File: config.mk
export PLATFORM = sky130hd
export DESIGN_NAME = hazard_ctrl_flat
export DESIGN_NICKNAME = d
export VERILOG_FILES = /design/src/rtl/hazard_ctrl_if.sv /design/src/rtl/hazard_ctrl.sv /design/src/flat_wrapper.sv
export SDC_FILE = /design/constraint.sdc
export NUM_CORES = 1
export LEC_CHECK = 0
export ABC_AREA = 1
export CAP_MARGIN = 20
export CORE_AREA = 2 2 129 100
export CTS_CLUSTER_DIAMETER = 80
export CTS_CLUSTER_SIZE = 30
export DETAILED_ROUTE_END_ITERATION = 10
export DIE_AREA = 0 0 131 102
export GPL_TIMING_DRIVEN = 1
export HOLD_SLACK_MARGIN = 0.15
export PLACE_DENSITY = 0.52
export SLEW_MARGIN = 40
export SYNTH_ARGS = -nofsm -noshare
export SYNTH_HDL_FRONTEND = slang
export SYNTH_SLANG_ARGS = --single-unit
File: constraint.sdc
create_clock -name clk -period 5.6 [get_ports clk]
set_clock_uncertainty 0.2 [all_clocks]
set_input_delay 0.56 -clock clk [delete_from_list [all_inputs] [get_ports clk]]
set_output_delay 0.56 -clock clk [all_outputs]
set_load 0.05 [all_outputs]
File: src/rtl/hazard_ctrl_if.sv
// hazard_ctrl_if: bundle between the pipeline datapath and the hazard controller.
//   master : pipeline side; drives ID/EX/MEM hazard info and mem_busy,
//            receives the latch enables and flushes.
//   slave  : hazard controller side.
// Signals:
//   id_rs1/id_rs2, id_use_rs1/id_use_rs2 : ID source registers and use flags
//   branch, jump_reg, jump, branch_taken : ID control-flow info
//   id_ex_rd/id_ex_reg_we/id_ex_mem_re    : producer in EX
//   ex_mem_rd/ex_mem_reg_we/ex_mem_mem_re : producer in MEM
//   mem_busy                              : data memory freeze request
//   pc_we, if_id_we, if_id_flush, id_ex_flush, ex_mem_we, mem_wb_we : controls
interface hazard_ctrl_if;
    logic [4:0] id_rs1;
    logic [4:0] id_rs2;
    logic       id_use_rs1;
    logic       id_use_rs2;
    logic       branch;
    logic       jump_reg;
    logic       jump;
    logic       branch_taken;
    logic [4:0] id_ex_rd;
    logic       id_ex_reg_we;
    logic       id_ex_mem_re;
    logic [4:0] ex_mem_rd;
    logic       ex_mem_reg_we;
    logic       ex_mem_mem_re;
    logic       mem_busy;
    logic       pc_we;
    logic       if_id_we;
    logic       if_id_flush;
    logic       id_ex_flush;
    logic       ex_mem_we;
    logic       mem_wb_we;

    modport master (
        output id_rs1, id_rs2, id_use_rs1, id_use_rs2,
        output branch, jump_reg, jump, branch_taken,
        output id_ex_rd, id_ex_reg_we, id_ex_mem_re,
        output ex_mem_rd, ex_mem_reg_we, ex_mem_mem_re,
        output mem_busy,
        input  pc_we, if_id_we, if_id_flush, id_ex_flush, ex_mem_we, mem_wb_we
    );

    modport slave (
        input  id_rs1, id_rs2, id_use_rs1, id_use_rs2,
        input  branch, jump_reg, jump, branch_taken,
        input  id_ex_rd, id_ex_reg_we, id_ex_mem_re,
        input  ex_mem_rd, ex_mem_reg_we, ex_mem_mem_re,
        input  mem_busy,
        output pc_we, if_id_we, if_id_flush, id_ex_flush, ex_mem_we, mem_wb_we
    );
endinterface

File: src/rtl/hazard_ctrl.sv
// hazard_ctrl: pipeline hazard controller for the 5-stage core.
// Decides when forwarding cannot satisfy the ID instruction and inserts stall
// cycles/bubbles, flushes IF/ID on a redirect resolved in ID, freezes the whole
// pipeline while data memory is busy, and counts non-advancing cycles.
// Ports:
//   clk          : core clock
//   rst          : asynchronous, active-high reset
//   hz           : hazard_ctrl_if slave (hazard inputs, enables and flushes)
//   stall_cycles : saturating count of cycles with pc_we = 0
module hazard_ctrl #(
    parameter int unsigned STALL_CNT_W = 32
) (
    input  logic                   clk,
    input  logic                   rst,
    hazard_ctrl_if.slave           hz,
    output logic [STALL_CNT_W-1:0] stall_cycles
);

    typedef enum logic {IDLE, STALL} state_t;

    state_t     state, state_nxt;
    logic [1:0] cnt, cnt_nxt;
    logic       ex_hit, mem_hit, br_cons;
    logic [1:0] need;

    // Required stall count for the ID instruction; largest applicable case wins.
    always_comb begin
        ex_hit  = hz.id_ex_reg_we && (hz.id_ex_rd != '0) &&
                  ((hz.id_use_rs1 && (hz.id_rs1 == hz.id_ex_rd)) ||
                   (hz.id_use_rs2 && (hz.id_rs2 == hz.id_ex_rd)));
        mem_hit = hz.ex_mem_reg_we && (hz.ex_mem_rd != '0) &&
                  ((hz.id_use_rs1 && (hz.id_rs1 == hz.ex_mem_rd)) ||
                   (hz.id_use_rs2 && (hz.id_rs2 == hz.ex_mem_rd)));
        br_cons = hz.branch || hz.jump_reg;
        need    = 2'd0;
        if (br_cons) begin
            if (ex_hit && hz.id_ex_mem_re)
                need = 2'd2;
            else if (ex_hit)
                need = 2'd1;
            else if (mem_hit && hz.ex_mem_mem_re)
                need = 2'd1;
        end else if (ex_hit && hz.id_ex_mem_re) begin
            need = 2'd1;
        end
    end

    always_ff @(posedge clk or posedge rst) begin
        if (rst) begin
            state <= IDLE;
            cnt   <= '0;
        end else begin
            state <= state_nxt;
            cnt   <= cnt_nxt;
        end
    end

    // A freeze holds both state and cnt, so frozen cycles extend a stall.
    always_comb begin
        state_nxt = state;
        cnt_nxt   = cnt;
        if (!hz.mem_busy) begin
            unique case (state)
                IDLE: begin
                    if (need == 2'd2) begin
                        state_nxt = STALL;
                        cnt_nxt   = 2'd1;
                    end
                end
                STALL: begin
                    cnt_nxt = (cnt == 2'd0) ? 2'd0 : cnt - 2'd1;
                    if (cnt <= 2'd1)
                        state_nxt = IDLE;
                end
                default: begin
                    state_nxt = IDLE;
                    cnt_nxt   = '0;
                end
            endcase
        end
    end

    // Outputs: reset values dominate, then freeze, then stall pattern, then advance.
    always_comb begin
        logic stall_pat;
        stall_pat      = (state == STALL) || (need != 2'd0);
        hz.pc_we       = 1'b0;
        hz.if_id_we    = 1'b0;
        hz.if_id_flush = 1'b0;
        hz.id_ex_flush = 1'b0;
        hz.ex_mem_we   = 1'b0;
        hz.mem_wb_we   = 1'b0;
        if (rst) begin
            hz.if_id_flush = 1'b1;
            hz.id_ex_flush = 1'b1;
        end else if (!hz.mem_busy) begin
            hz.ex_mem_we = 1'b1;
            hz.mem_wb_we = 1'b1;
            if (stall_pat) begin
                hz.id_ex_flush = 1'b1;
            end else begin
                hz.pc_we       = 1'b1;
                hz.if_id_we    = 1'b1;
                hz.if_id_flush = hz.jump || (hz.branch && hz.branch_taken);
            end
        end
    end

    always_ff @(posedge clk or posedge rst) begin
        if (rst)
            stall_cycles <= '0;
        else if (!hz.pc_we && (stall_cycles != '1))
            stall_cycles <= stall_cycles + STALL_CNT_W'(1);
    end

endmodule

File: src/flat_wrapper.sv
// flat-port wrapper written by rule: the top's interface ports become plain ports
module hazard_ctrl_flat 
#(
    parameter int unsigned STALL_CNT_W = 32
)
  (clk, rst, stall_cycles, hz_id_rs1, hz_id_rs2, hz_id_use_rs1, hz_id_use_rs2, hz_branch, hz_jump_reg, hz_jump, hz_branch_taken, hz_id_ex_rd, hz_id_ex_reg_we, hz_id_ex_mem_re, hz_ex_mem_rd, hz_ex_mem_reg_we, hz_ex_mem_mem_re, hz_mem_busy, hz_pc_we, hz_if_id_we, hz_if_id_flush, hz_id_ex_flush, hz_ex_mem_we, hz_mem_wb_we);
  hazard_ctrl_if hz_i ();
  input  logic clk;
  input  logic rst;
  output logic [STALL_CNT_W-1:0] stall_cycles;
  input wire logic [$bits(hz_i.id_rs1)-1:0] hz_id_rs1;
  input wire logic [$bits(hz_i.id_rs2)-1:0] hz_id_rs2;
  input wire logic [$bits(hz_i.id_use_rs1)-1:0] hz_id_use_rs1;
  input wire logic [$bits(hz_i.id_use_rs2)-1:0] hz_id_use_rs2;
  input wire logic [$bits(hz_i.branch)-1:0] hz_branch;
  input wire logic [$bits(hz_i.jump_reg)-1:0] hz_jump_reg;
  input wire logic [$bits(hz_i.jump)-1:0] hz_jump;
  input wire logic [$bits(hz_i.branch_taken)-1:0] hz_branch_taken;
  input wire logic [$bits(hz_i.id_ex_rd)-1:0] hz_id_ex_rd;
  input wire logic [$bits(hz_i.id_ex_reg_we)-1:0] hz_id_ex_reg_we;
  input wire logic [$bits(hz_i.id_ex_mem_re)-1:0] hz_id_ex_mem_re;
  input wire logic [$bits(hz_i.ex_mem_rd)-1:0] hz_ex_mem_rd;
  input wire logic [$bits(hz_i.ex_mem_reg_we)-1:0] hz_ex_mem_reg_we;
  input wire logic [$bits(hz_i.ex_mem_mem_re)-1:0] hz_ex_mem_mem_re;
  input wire logic [$bits(hz_i.mem_busy)-1:0] hz_mem_busy;
  output wire logic [$bits(hz_i.pc_we)-1:0] hz_pc_we;
  output wire logic [$bits(hz_i.if_id_we)-1:0] hz_if_id_we;
  output wire logic [$bits(hz_i.if_id_flush)-1:0] hz_if_id_flush;
  output wire logic [$bits(hz_i.id_ex_flush)-1:0] hz_id_ex_flush;
  output wire logic [$bits(hz_i.ex_mem_we)-1:0] hz_ex_mem_we;
  output wire logic [$bits(hz_i.mem_wb_we)-1:0] hz_mem_wb_we;
  assign hz_i.id_rs1 = hz_id_rs1;
  assign hz_i.id_rs2 = hz_id_rs2;
  assign hz_i.id_use_rs1 = hz_id_use_rs1;
  assign hz_i.id_use_rs2 = hz_id_use_rs2;
  assign hz_i.branch = hz_branch;
  assign hz_i.jump_reg = hz_jump_reg;
  assign hz_i.jump = hz_jump;
  assign hz_i.branch_taken = hz_branch_taken;
  assign hz_i.id_ex_rd = hz_id_ex_rd;
  assign hz_i.id_ex_reg_we = hz_id_ex_reg_we;
  assign hz_i.id_ex_mem_re = hz_id_ex_mem_re;
  assign hz_i.ex_mem_rd = hz_ex_mem_rd;
  assign hz_i.ex_mem_reg_we = hz_ex_mem_reg_we;
  assign hz_i.ex_mem_mem_re = hz_ex_mem_mem_re;
  assign hz_i.mem_busy = hz_mem_busy;
  assign hz_pc_we = hz_i.pc_we;
  assign hz_if_id_we = hz_i.if_id_we;
  assign hz_if_id_flush = hz_i.if_id_flush;
  assign hz_id_ex_flush = hz_i.id_ex_flush;
  assign hz_ex_mem_we = hz_i.ex_mem_we;
  assign hz_mem_wb_we = hz_i.mem_wb_we;
  hazard_ctrl #(.STALL_CNT_W(STALL_CNT_W)) u_core (.clk(clk), .rst(rst), .hz(hz_i), .stall_cycles(stall_cycles));
endmodule
==> results of run 1 <==
[cells in the final DEF (no fill, tap or decap)]
cell | netlist | layout
a21oi_1 | 3 | 3
and3_2 | 1 | 1
buf_4 | 2 | 2
clkbuf_16 | 0 | 5
clkbuf_8 | 0 | 1
clkdlybuf4s50_1 | 0 | 70
clkinv_2 | 0 | 1
dfrtp_1 | 35 | 35
ha_1 | 1 | 1
inv_1 | 47 | 47
inv_2 | 1 | 1
nand2_1 | 176 | 176
nand2_4 | 1 | 1
nand3_1 | 44 | 44
nand3_2 | 1 | 1
nand4_1 | 9 | 9
nand4_4 | 1 | 1
nor2_1 | 43 | 43
nor2_2 | 1 | 1
nor3_1 | 19 | 19
nor3_2 | 2 | 2
nor4_1 | 1 | 1
o21ai_0 | 4 | 4
o22ai_1 | 1 | 1
or2_2 | 1 | 1
xnor2_1 | 9 | 9
xor2_1 | 20 | 20
[registers in the layout, summed over array words and instances, names as in the netlist]
signal               cells
u_core.stall_cycles     32
u_core.cnt               2
u_core.state             1
[how the worst max path moves through the flow]
| stage | start | to | cells past startpoint |
|---|---|---|---|
| final | hz_id_ex_rd[0] | hz_if_id_we | 14 |
| after global routing | hz_id_rs1[1] | hz_if_id_we | 14 |
| after CTS | hz_id_ex_rd[0] | hz_pc_we | 14 |
| after detailed placement | hz_id_ex_rd[0] | hz_pc_we | 14 |
| after global placement | hz_id_ex_rd[2] | hz_if_id_we | 12 |
| after floorplan | hz_mem_busy | hz_pc_we | 5 |
[cell families (layout without fill, tap and decap cells)]
group	Yosys count	count (layout)	synth area share (%)
simple gates	300	300	47.1
buf+inv	59	127	9.42
flops	35	35	32.2
xor+xnor	29	29	9.33
compound gates	8	8	1.52
fa+ha+maj	1	1	0.459
[stage by stage]
stage | cells | setup WS (ns) | total power [mW]
after floorplan | 432 | 2.40 | 0.498
after global placement | 659 | 1.79 | 0.604
after detailed placement | 659 | 1.84 | 0.604
after CTS | 666 | 1.83 | 0.882
after global routing | 666 | 1.58 | 0.926
final | 666 | 1.84 | 0.871
[final cells by class]
type                       count  area, um^2
inverter                      48         180
clock inverter                 1        5.00
clock buffer                   6         139
multi-input combinational    338        1590
sequential                    35         876
timing repair buffer          72         716
tap                          166         208
fill                        1326        8330
[power by group through the flow]
stage	registers, mW	clock network [mW]	logic [mW]
after floorplan	0.375	0	0.124
after global placement	0.314	0	0.290
after detailed placement	0.315	0	0.289
after CTS	0.311	0.281	0.290
after global routing	0.316	0.295	0.315
final	0.310	0.275	0.286
[per-layer routing]
metal	part of all wire, %	track usage, %	routed length, um	vias to the layer above
li1	-	-	-	1489
met2	44	19.9	3550	43
met3	4.7	2.15	378	2
met1	51	18.8	4050	1290
met5	0	0	0	-
met4	0.42	1.72	34	0
[worst reg2reg max path: stages (launching register included)]
cell	delay, ns
dfrtp_1	0.44
inv_2	0.08
nor3_2	0.23
nand2_1	0.11
nor2_2	0.18
and3_2	0.25
nand4_4	0.39
nand2_4	0.48
nand2_1	0.09
nand2_1	0.08
==> flow_summary.ini, run 1 <==
[place]
place_congestion = 0.877
portBuffers = 70
place_area_um2 = 3570
dp_hpwl_um = 6470

[cts]
clk_latency_ns = 0.28
clk_pin_slew_ns = 0.06
postCtsHoldBufs = 0
h-tree-depth = 2
cts_buffers = 5
cts-root-buf = clkbuf_16
cts_tree = done
cts_setup_buffers = 0
post_cts_resized = 0
clock_path_buffers = 2
numClockSinks = 35

[setup_path]
crit_top_cell = nand2_1
required_ns = 4.84
cpPeakStageDelay_ns = 0.71
crit_arrival_ns = 3.00
worstPathCellList = clkdlybuf4s50_1 -> inv_1 -> nand2_1 -> nand2_1 -> nor2_1 -> nand3_1 -> nand2_1 -> nand3_1 -> nand2_1 -> inv_1 -> nand3_2 -> buf_4 -> inv_1 -> clkdlybuf4s50_1
worstReg2RegEnd = u_core.stall_cycles[16]$_DFFE_PP0P_
critical_path_class = primary input to output pin
reg2regPathDepth = 9
critPathLaunchType = primary input
path_buf_inv = 6
critPathSlowestCell = clkdlybuf4s50_1
crit_path_end_kind = output pin
r2r_start = u_core.stall_cycles[9]$_DFFE_PP0P_
cpLargestDelayFamily = buffers and inverters
r2r_slack_ns = 2.99
path_max_fanout = 35

[floorplanning]
num_rows = 35
core_area_um2 = 12000
initial_core_util_pct = 22.6
chipWidth_um = 131
boundaryPins = 71
dieArea_um2 = 13400
die_y_um = 102

[power]
p_seq_share_pct = 35.6
p_comb_share_pct = 32.9
p_per_area_nw_per_um2 = 235
p_leak_nw = 1.83
clkPwrFrac_pct = 31.5
p_sw_mw = 0.317
swShare_pct = 36.4
irDropWorstVdd_mv = 0.141
intPower_mw = 0.554

[synth]
synth-main-ff-cell = dfrtp_1
yosysWarningCount = 0
avgSynthCellArea_um2 = 6.30
synth_top_area_share_pct = 32.2
yosysMostFrequentCell = nand2_1
syn_nets = 466
netlist_top_cells_count = nand2_1 (176), inv_1 (47), nand3_1 (44)
ys_ff_latch = 35
synth_cell_types = 26
synth_edf_count = 0
synth.area.top_cells = dfrtp_1 (32%), nand2_1 (24%), nand3_1 (8.1%)
yosysSeqAreaShare_pct = 32.2
yosysTopAreaCell = dfrtp_1
synthArstFlopShare_pct = 100
postSynthCellCount = 432
synth_area_um2 = 2720

[drt]
drc_errors = 0
via_per_inst = 4.24
drt_first_pass_iters = 5
drt-total-wl_um = 8010
drt-initial-drc-count = 180
antenna_left = 0
wire_per_inst_um = 12.0
vias = 2824

[cells_and_area]
fin_util_pct = 30.8
drive_gt1_share_pct = 3.60
fin_area_um2 = 3710
syn_to_final_growth_pct = 36.4
fin_nets = 534
n_antenna_cell = 0

[timing]
finalSetupTns_ns = 0
min_period_over_period_pct = 67.2
hold_viol = 0
max_freq_mhz = 266
slew_headroom_pct = 63.3
min_period_ns = 3.76
tightest_slew_ns = 0.548
slew_viol_final = 0
rsz0062_at_grt = false
whs_ns = 0.329
finalSetupViolCount = 0

[global_routing]
grt_max_degree = 38
grt_pass1_wl_um = 13500
overflow = 0
grt_pass1_vias = 2687
grt_usage_pct = 12.7
antenna_found_initial = 0

[run_status]
status = finished clean

[run]
max_cap_viol_count = 0

[hold_path]
hold_end = u_core.cnt[1]$_DFFE_PP0P_
min_path_type = flip-flop to flip-flop
hold_depth = 2
hp-start = u_core.cnt[1]$_DFFE_PP0P_
Note: power is estimated with default switching activity, not from simulation.
==> inputs of run 2 (changes only) <==
==> constraint.sdc (replaced) <==
create_clock -name clk -period 3.9 [get_ports clk]
set_clock_uncertainty 0.2 [all_clocks]
set_input_delay 0.39 -clock clk [delete_from_list [all_inputs] [get_ports clk]]
set_output_delay 0.39 -clock clk [all_outputs]
set_load 0.05 [all_outputs]
==> flow_summary.ini, run 2 (synthesis gave the netlist of run 1 again) <==
[run_status]
status = finished clean

[cts]
numClockSinks = 35
clock_path_buffers = 2
post_cts_resized = 0
cts-root-buf = clkbuf_16
h-tree-depth = 2
clk_latency_ns = 0.28
cts_buffers = 5
postCtsHoldBufs = 0
clk_pin_slew_ns = 0.05
cts_setup_buffers = 0
cts_tree = done

[setup_path]
critPathSlowestCell = clkdlybuf4s50_1
critical_path_class = primary input to output pin
worstPathCellList = clkdlybuf4s50_1 -> inv_1 -> nand4_1 -> o21ai_0 -> inv_1 -> nand3_1 -> nand2_1 -> inv_1 -> nand2_1 -> o21ai_0 -> clkdlybuf4s50_1
crit_top_cell = inv_1
crit_path_end_kind = output pin
crit_arrival_ns = 2.69
required_ns = 3.31
cpPeakStageDelay_ns = 0.83
path_max_fanout = 3
critPathLaunchType = primary input

[floorplanning]
initial_core_util_pct = 22.6
boundaryPins = 71
core_area_um2 = 12000
chipWidth_um = 131
die_y_um = 102
dieArea_um2 = 13400
num_rows = 35

[timing]
slew_headroom_pct = 63.5
whs_ns = 0.309
setup_slack_ns = 0.625
hold_viol = 0
finalSetupTns_ns = 0
max_freq_mhz = 305
min_period_over_period_pct = 84.0
slew_viol_final = 0
tightest_slew_ns = 0.546
min_period_ns = 3.28
finalSetupViolCount = 0
rsz0062_at_grt = false

[power]
p_per_area_nw_per_um2 = 334
p_leak_nw = 1.83
irDropWorstVdd_mv = 0.184

[drt]
via_per_inst = 4.36
drt-initial-drc-count = 222
antenna_left = 0
wire_per_inst_um = 12.2
vias = 2906
drc_errors = 0
drt_first_pass_iters = 5
drt-total-wl_um = 8130

[place]
dp_hpwl_um = 6620
portBuffers = 70
place_congestion = 0.905
dp_cells = 659
place_ws_ns = 0.683

[run]
max_cap_viol_count = 0

[global_routing]
grt_pass1_vias = 2713
overflow = 0
antenna_found_initial = 0
grt_pass1_wl_um = 13400
grt_max_degree = 36
grt_usage_pct = 12.6

[hold_path]
min_path_type = flip-flop to flip-flop

[cells_and_area]
fin_cells = 667
fill_cells = 1316
top_register = u_core.stall_cycles
largest_reg_flops = 32
n_antenna_cell = 0
syn_to_final_growth_pct = 36.0
top_regs = u_core.stall_cycles (32), u_core.cnt (2), u_core.state (1)
final_cell_mix = nand2_1 (176), clkdlybuf4s50_1 (68), inv_1 (47)
fin_util_pct = 30.7
drive_gt1_share_pct = 3.79
final_common_cell = nand2_1
fin_nets = 534
## run 2: cell types whose count changed in the layout (fill, tap and decap cells not counted)
cell,delta
buf_4,+2
clkdlybuf4s50_1,-2
clkbuf_8,-1
clkbuf_1,+2
## run 2: metal layers
layer,wire [um],track usage (%),vias up
li1,-,-,1486
met1,4040,18.5,1334
met5,0,0,-
met2,3500,18.9,74
met4,152,3.36,0
met3,437,2.20,12
## run 2: layout make-up
class                      count  area (um^2)  area share, %
clock buffer                   7          133           3.58
clock inverter                 1         5.00          0.135
inverter                      48          180           4.87
multi-input combinational    338         1590           43.0
sequential                    35          876           23.7
tap                          166          208           5.61
timing repair buffer          72          711           19.2
## run 2: power by group
group          internal (mW)  switching [mW]
Clock                  0.236           0.143
Sequential             0.400          0.0441
Combinational          0.145           0.266
Total                  0.781           0.453
## run 2: path summary, 6_finish.rpt
path | startpoint | to | slack, ns | cells after the start
max in group asynchronous | rst | u_core.stall_cycles[11]$_DFFE_PP0P_ | 2.76 | 3
max reg2reg | u_core.stall_cycles[12]$_DFFE_PP0P_ | u_core.stall_cycles[16]$_DFFE_PP0P_ | 1.27 | 7
min reg2reg | u_core.cnt[0]$_DFFE_PP0P_ | u_core.cnt[0]$_DFFE_PP0P_ | 0.31 | 2
min in group asynchronous | rst | u_core.state$_DFFE_PP0N_ | 0.41 | 3
min | u_core.cnt[0]$_DFFE_PP0P_ | u_core.cnt[0]$_DFFE_PP0P_ | 0.31 | 2
max | hz_id_ex_rd[3] | hz_if_id_flush | 0.62 | 11
## run 2: per-stage QoR
| step | cell area (um^2) | power (mW) |
|---|---|---|
| global route | 3700 | 1.32 |
| CTS | 3700 | 1.25 |
| detailed placement | 3560 | 0.866 |
| finish | 3700 | 1.23 |
| global placement | 3560 | 0.864 |
| floorplan | 2720 | 0.716 |
## run 2: worst max-delay path: cells and delay by family
family	cells	cell delay (ns)
AO/OA/AOI/OAI	2	0.36
buffers and inverters	5	1.60
AND/OR/NAND/NOR	4	0.34
==> inputs of run 3 (changes only) <==
--- a/config.mk
+++ b/config.mk
@@ -14,7 +14,7 @@
 export DIE_AREA = 0 0 131 102
 export GPL_TIMING_DRIVEN = 1
 export HOLD_SLACK_MARGIN = 0.15
-export PLACE_DENSITY = 0.52
+export PLACE_DENSITY = 0.54
 export SLEW_MARGIN = 40
 export SYNTH_ARGS = -nofsm -noshare
 export SYNTH_HDL_FRONTEND = slang
==> constraint.sdc (replaced) <==
create_clock -name clk -period 3 [get_ports clk]
set_clock_uncertainty 0.2 [all_clocks]
set_input_delay 0.3 -clock clk [delete_from_list [all_inputs] [get_ports clk]]
set_output_delay 0.3 -clock clk [all_outputs]
set_load 0.05 [all_outputs]
==> flow_summary.ini, run 3 (synthesis gave the netlist of run 1 again) <==
[run_status]
status = finished clean

[cells_and_area]
fin_nets = 538
drive_gt1_share_pct = 5.35
n_antenna_cell = 0
top_register = u_core.stall_cycles
syn_to_final_growth_pct = 39.2
fin_area_um2 = 3790
largest_reg_flops = 32
final_cell_mix = nand2_1 (176), clkdlybuf4s50_1 (66), inv_1 (47)
top_regs = u_core.stall_cycles (32), u_core.cnt (2), u_core.state (1)
final_common_cell = nand2_1

[hold_path]
hp-start = u_core.cnt[1]$_DFFE_PP0P_
min_path_type = flip-flop to flip-flop
hold_depth = 2
hold_end = u_core.cnt[1]$_DFFE_PP0P_

[timing]
min_period_over_period_pct = 82.4
min_period_ns = 2.47
max_freq_mhz = 405
finalSetupViolCount = 0
tightest_slew_ns = 0.535
rsz0062_at_grt = false
finalSetupTns_ns = 0
hold_viol = 0
slew_headroom_pct = 64.2
slew_viol_final = 0
whs_ns = 0.330

[drt]
via_per_inst = 4.26
antenna_left = 0
drc_errors = 0
wire_per_inst_um = 12.5
vias = 2857
drt-initial-drc-count = 206
drt_first_pass_iters = 4
drt-total-wl_um = 8420

[floorplanning]
dieArea_um2 = 13400
die_y_um = 102
num_rows = 35
core_area_um2 = 12000
boundaryPins = 71
initial_core_util_pct = 22.6
chipWidth_um = 131

[setup_path]
critPathLaunchType = primary input
path_max_fanout = 3
worstReg2RegEnd = u_core.stall_cycles[14]$_DFFE_PP0P_
critPathSlowestCell = clkdlybuf4s50_1
r2r_slack_ns = 0.71
worstPathCellList = clkdlybuf4s50_1 -> inv_1 -> nand2_1 -> nand2_1 -> nor2_1 -> nand3_1 -> nand2_1 -> nand3_1 -> nand2_1 -> inv_1 -> nand3_2 -> inv_1 -> buf_12
required_ns = 2.50
critical_path_class = primary input to output pin
crit_top_cell = nand2_1
crit_arrival_ns = 1.97
r2r_start = u_core.stall_cycles[6]$_DFFE_PP0P_
cpPeakStageDelay_ns = 0.51
reg2regPathDepth = 9
crit_path_end_kind = output pin

[power]
p_leak_nw = 1.87
irDropWorstVdd_mv = 0.363
p_per_area_nw_per_um2 = 462

[place]
place_area_um2 = 3610
portBuffers = 70
place_congestion = 0.882
dp_hpwl_um = 6780

[cts]
numClockSinks = 35
post_cts_resized = 0
cts_buffers = 5
cts_setup_buffers = 0
h-tree-depth = 2
cts_tree = done
clk_latency_ns = 0.28
clk_pin_slew_ns = 0.06
postCtsHoldBufs = 0
clock_path_buffers = 2
cts-root-buf = clkbuf_16

[global_routing]
grt_max_degree = 36
grt_usage_pct = 13.0
grt_pass1_wl_um = 13800
antenna_found_initial = 0
overflow = 0
grt_pass1_vias = 2629

[run]
max_cap_viol_count = 0
run 3: changes by cell type in the layout (fill, tap and decap cells not counted):
cell             change
clkbuf_1             -2
bufinv_16            +1
buf_12               +2
clkdlybuf4s50_1      -2
buf_4                +4
clkbuf_8             +1
run 3: stage by stage:
stage	power, mW	cells	utilization (%)	setup WS [ns]
3_3_place_gp	1.14	663	30.0	0.460
4_1_cts	1.76	671	31.5	0.512
6_report	1.75	671	31.5	0.528
5_1_grt	1.83	671	31.5	0.306
2_1_floorplan	0.930	432	-	0.318
3_5_place_dp	1.15	663	30.0	0.407
run 3: routing by layer:
metal | global-route usage (%) | vias up | routed length [um]
met2 | 19.1 | 60 | 3600
li1 | - | 1496 | -
met1 | 20.5 | 1295 | 4380
met5 | 0 | - | 0
met3 | 1.88 | 6 | 397
met4 | 1.47 | 0 | 46
run 3: critical path, delay by kind of cell:
kind | cells | cell delay (ns)
buf+inv | 5 | 0.97
simple gates | 8 | 0.70
run 3: cell type report:
cell class	instances	area [um^2]
Multi-Input combinational cell	338	1590
Fill cell	1306	8250
Timing Repair Buffer	76	761
Clock inverter	2	35.0
Tap cell	166	208
Inverter	48	180
Sequential cell	35	876
Clock buffer	6	139
run 3: worst max-delay path by stage:
stage                                          end  depth (start not counted)            from
2_1_floorplan                             hz_pc_we                          5     hz_mem_busy
3_3_place_gp   u_core.stall_cycles[29]$_DFFE_PP0P_                         15  hz_id_ex_rd[0]
3_5_place_dp   u_core.stall_cycles[17]$_DFFE_PP0P_                         15  hz_id_ex_rd[0]
4_1_cts                                hz_if_id_we                         13  hz_id_ex_rd[0]
5_1_grt                             hz_id_ex_flush                         14  hz_id_ex_rd[0]
6_report                               hz_if_id_we                         13  hz_id_ex_rd[0]
run 3: power breakdown:
| part | switching, mW | internal, mW |
|---|---|---|
| Combinational | 0.351 | 0.198 |
| Sequential | 0.0661 | 0.520 |
| Clock | 0.200 | 0.413 |
| Total | 0.617 | 1.13 |
==> RTL change (config.mk and constraints of run 1) <==
`STALL_CNT_W` is set to 32 in 2 places; all go to 48.
--- a/src/rtl/hazard_ctrl.sv
+++ b/src/rtl/hazard_ctrl.sv
@@ -8,7 +8,7 @@
 //   hz           : hazard_ctrl_if slave (hazard inputs, enables and flushes)
 //   stall_cycles : saturating count of cycles with pc_we = 0
 module hazard_ctrl #(
-    parameter int unsigned STALL_CNT_W = 32
+    parameter int unsigned STALL_CNT_W = 48
 ) (
     input  logic                   clk,
     input  logic                   rst,
--- a/src/flat_wrapper.sv
+++ b/src/flat_wrapper.sv
@@ -1,7 +1,7 @@
 // flat-port wrapper written by rule: the top's interface ports become plain ports
 module hazard_ctrl_flat 
 #(
-    parameter int unsigned STALL_CNT_W = 32
+    parameter int unsigned STALL_CNT_W = 48
 )
   (clk, rst, stall_cycles, hz_id_rs1, hz_id_rs2, hz_id_use_rs1, hz_id_use_rs2, hz_branch, hz_jump_reg, hz_jump, hz_branch_taken, hz_id_ex_rd, hz_id_ex_reg_we, hz_id_ex_mem_re, hz_ex_mem_rd, hz_ex_mem_reg_we, hz_ex_mem_mem_re, hz_mem_busy, hz_pc_we, hz_if_id_we, hz_if_id_flush, hz_id_ex_flush, hz_ex_mem_we, hz_mem_wb_we);
   hazard_ctrl_if hz_i ();
Interface: changed (resized stall_cycles); port bits go from 71 to 87. The function was not compared with the original's and may differ.
==> RTL change against run 1 <==
  * Power is 19% higher
  * Wire length is 56% higher
  * Worst setup slack worse by 0.26 ns
  * Cell count up 28%
  * Sequential cell count increased by 16
  * Synthesized area increased by 41%
  * Clock power grew 12%
  * Cell area is 34% higher
  * Critical endpoint is now hz_pc_we
  * Largest cell class unchanged
  * Highest routed layer unchanged
==> RTL change: results (changes against run 1) <==
Final weighted congestion in routability-driven placement: 0.912 (was 0.877). Critical register-to-register path endpoint: u_core.stall_cycles[44]$_DFFE_PP0P_ (was u_core.stall_cycles[16]$_DFFE_PP0P_). For the number of distinct library cells after synthesis, the log shows 27 (was 26). The average routed wire per standard cell is 14.7 µm (was 12.0 µm). Most numerous cell types in the synthesized netlist: nand2_1 (248), nor2_1 (85), nand3_1 (74) (was nand2_1 (176), inv_1 (47), nand3_1 (44)). The slew at the pin with the worst max-slew slack came out at 0.687 ns (was 0.548 ns). Prevailing post-synth register cell: dfrtp_1 (unchanged). The flip-flop count of the largest register, all copies and words added came out at 48 (was 32). The global-route wire length before repair is 20500 µm (was 13500 µm), and the net count of the finished layout is 719 (was 534).

Worst IR drop on VDD: 0.203 mV (was 0.141 mV). The logs give 2.26 nW (was 1.83 nW) for the total leakage power and 640 (was 466) for the net count after synthesis. The reported clock group power is 0.309 mW (was 0.275 mW).

The number of global-route vias before repair was 3905 (was 2687). The routed metal-1 wire length is 6660 µm (was 4050 µm). The run gives 31.6% (was 18.8%) as the fraction of met1 tracks used by global routing. For the routed length on met2, the log shows 5010 µm (was 3550 µm). The run gives 9640 µm (was 6470 µm) as the post-detailed-placement half-perimeter wirelength. Via count: 4087 (was 2824).

Global routing usage on met3: 3.14% (was 2.15%). For the arrival time reported for the critical path endpoint, the log shows 3.26 ns (was 3.00 ns). The number of input and output port buffers inserted is 86 (was 70), and the power of the combinational group is 0.296 mW (was 0.286 mW).

The detailed route wirelength on metal3 is 714 µm (was 378 µm). The tools report the start of the worst register-to-register path as u_core.stall_cycles[0]$_DFFE_PP0P_ (was u_core.stall_cycles[9]$_DFFE_PP0P_). The xor and xnor area share after synthesis was 10.1% (was 9.33%); the pin count of the biggest net entering global routing was 54 (was 38). The run gives 3.04 ns (was 2.99 ns) as the flop-to-flop setup slack. The synthesized-area fraction occupied by ao, oa, aoi and oai cells is 1.21% (was 1.52%), and the total of fill cells in the finished design is 1300 (was 1326). The flow ran to the end, and the final reports show no timing, DRC or antenna violations. Cell types occupying the most area after synthesis: dfrtp_1 (33%), nand2_1 (24%), nand3_1 (9.7%) (was dfrtp_1 (32%), nand2_1 (24%), nand3_1 (8.1%)). The largest fanout of any net on the critical path is 50 (was 35), and the global routing met2 resource utilization is 27.7% (was 19.9%). The worst-case reg-to-reg path depth was 11 (was 9); the number of search-and-repair iterations in the first detailed-routing pass was 4 (was 5). The run gives 1.58 ns (was 1.84 ns) as the pre-CTS worst setup slack. For the total routing resource utilization after global routing, the log shows 19.6% (was 12.7%).

For the count of routing violations after the opening detailed-route iteration, the log shows 308 (was 180).
==> RTL change: cell count changes after synthesis, sizes merged, moves of 6 or more <==
cell          run 1  this run
xnor2             9        32
nor3             21         7
nand4            10        16
dfrtp            35        51
nand3            45        77
nand2           177       250
nor2             44        86
xor2             20        12
==> RTL change: worst max-delay path, cell delays in order <==
cell and delay [ns]:
clkdlybuf4s50_1 0.60, inv_2 0.06, nand2_1 0.06, nand2_1 0.05
nor2_1 0.18, nand3_1 0.10, nand2_1 0.09, nand3_1 0.07
nand2_1 0.08, inv_1 0.06, nand3_2 0.05, buf_4 0.43
inv_1 0.14, clkdlybuf4s50_1 0.73
==> RTL change: worst max-delay path by stage <==
stage,start,endpoint,slack (ns),cells past startpoint
finish,hz_id_ex_rd[4],hz_pc_we,1.58,14
global route,hz_id_ex_rd[4],hz_pc_we,1.35,14
CTS,hz_id_ex_rd[4],hz_pc_we,1.58,14
detailed placement,hz_id_ex_rd[4],hz_pc_we,1.58,14
global placement,hz_id_ex_rd[4],hz_if_id_we,1.62,14
floorplan,rst,hz_if_id_flush,2.17,2
==> RTL change: final cells by class <==
type / count / area share, %
flip-flops and latches: 51 / 25.7
inverters: 45 / 3.40
clock buffers: 6 / 2.80
clock inverters: 1 / 0.101
well taps: 166 / 4.18
repair buffers: 89 / 17.8
multi-input cells: 493 / 46.0
==> RTL change: per-stage QoR <==
step                hold slack (ns)  instances  area, µm²  power (mW)
CTS                           0.329        851       4960        1.05
floorplan                     0.275        606       3830       0.628
global route                  0.344        851       4960        1.09
global placement              0.295        844       4810       0.733
finish                        0.325        851       4960        1.04
detailed placement            0.318        844       4820       0.738
==> RTL change: cells by family after synthesis <==
family                     after synthesis
and+or+nand+nor                        439
buffers and inverters                   62
DFF                                     51
adders and majority gates                1
AOI/OAI and AO/OA                        9
xor gates and xnor gates                44
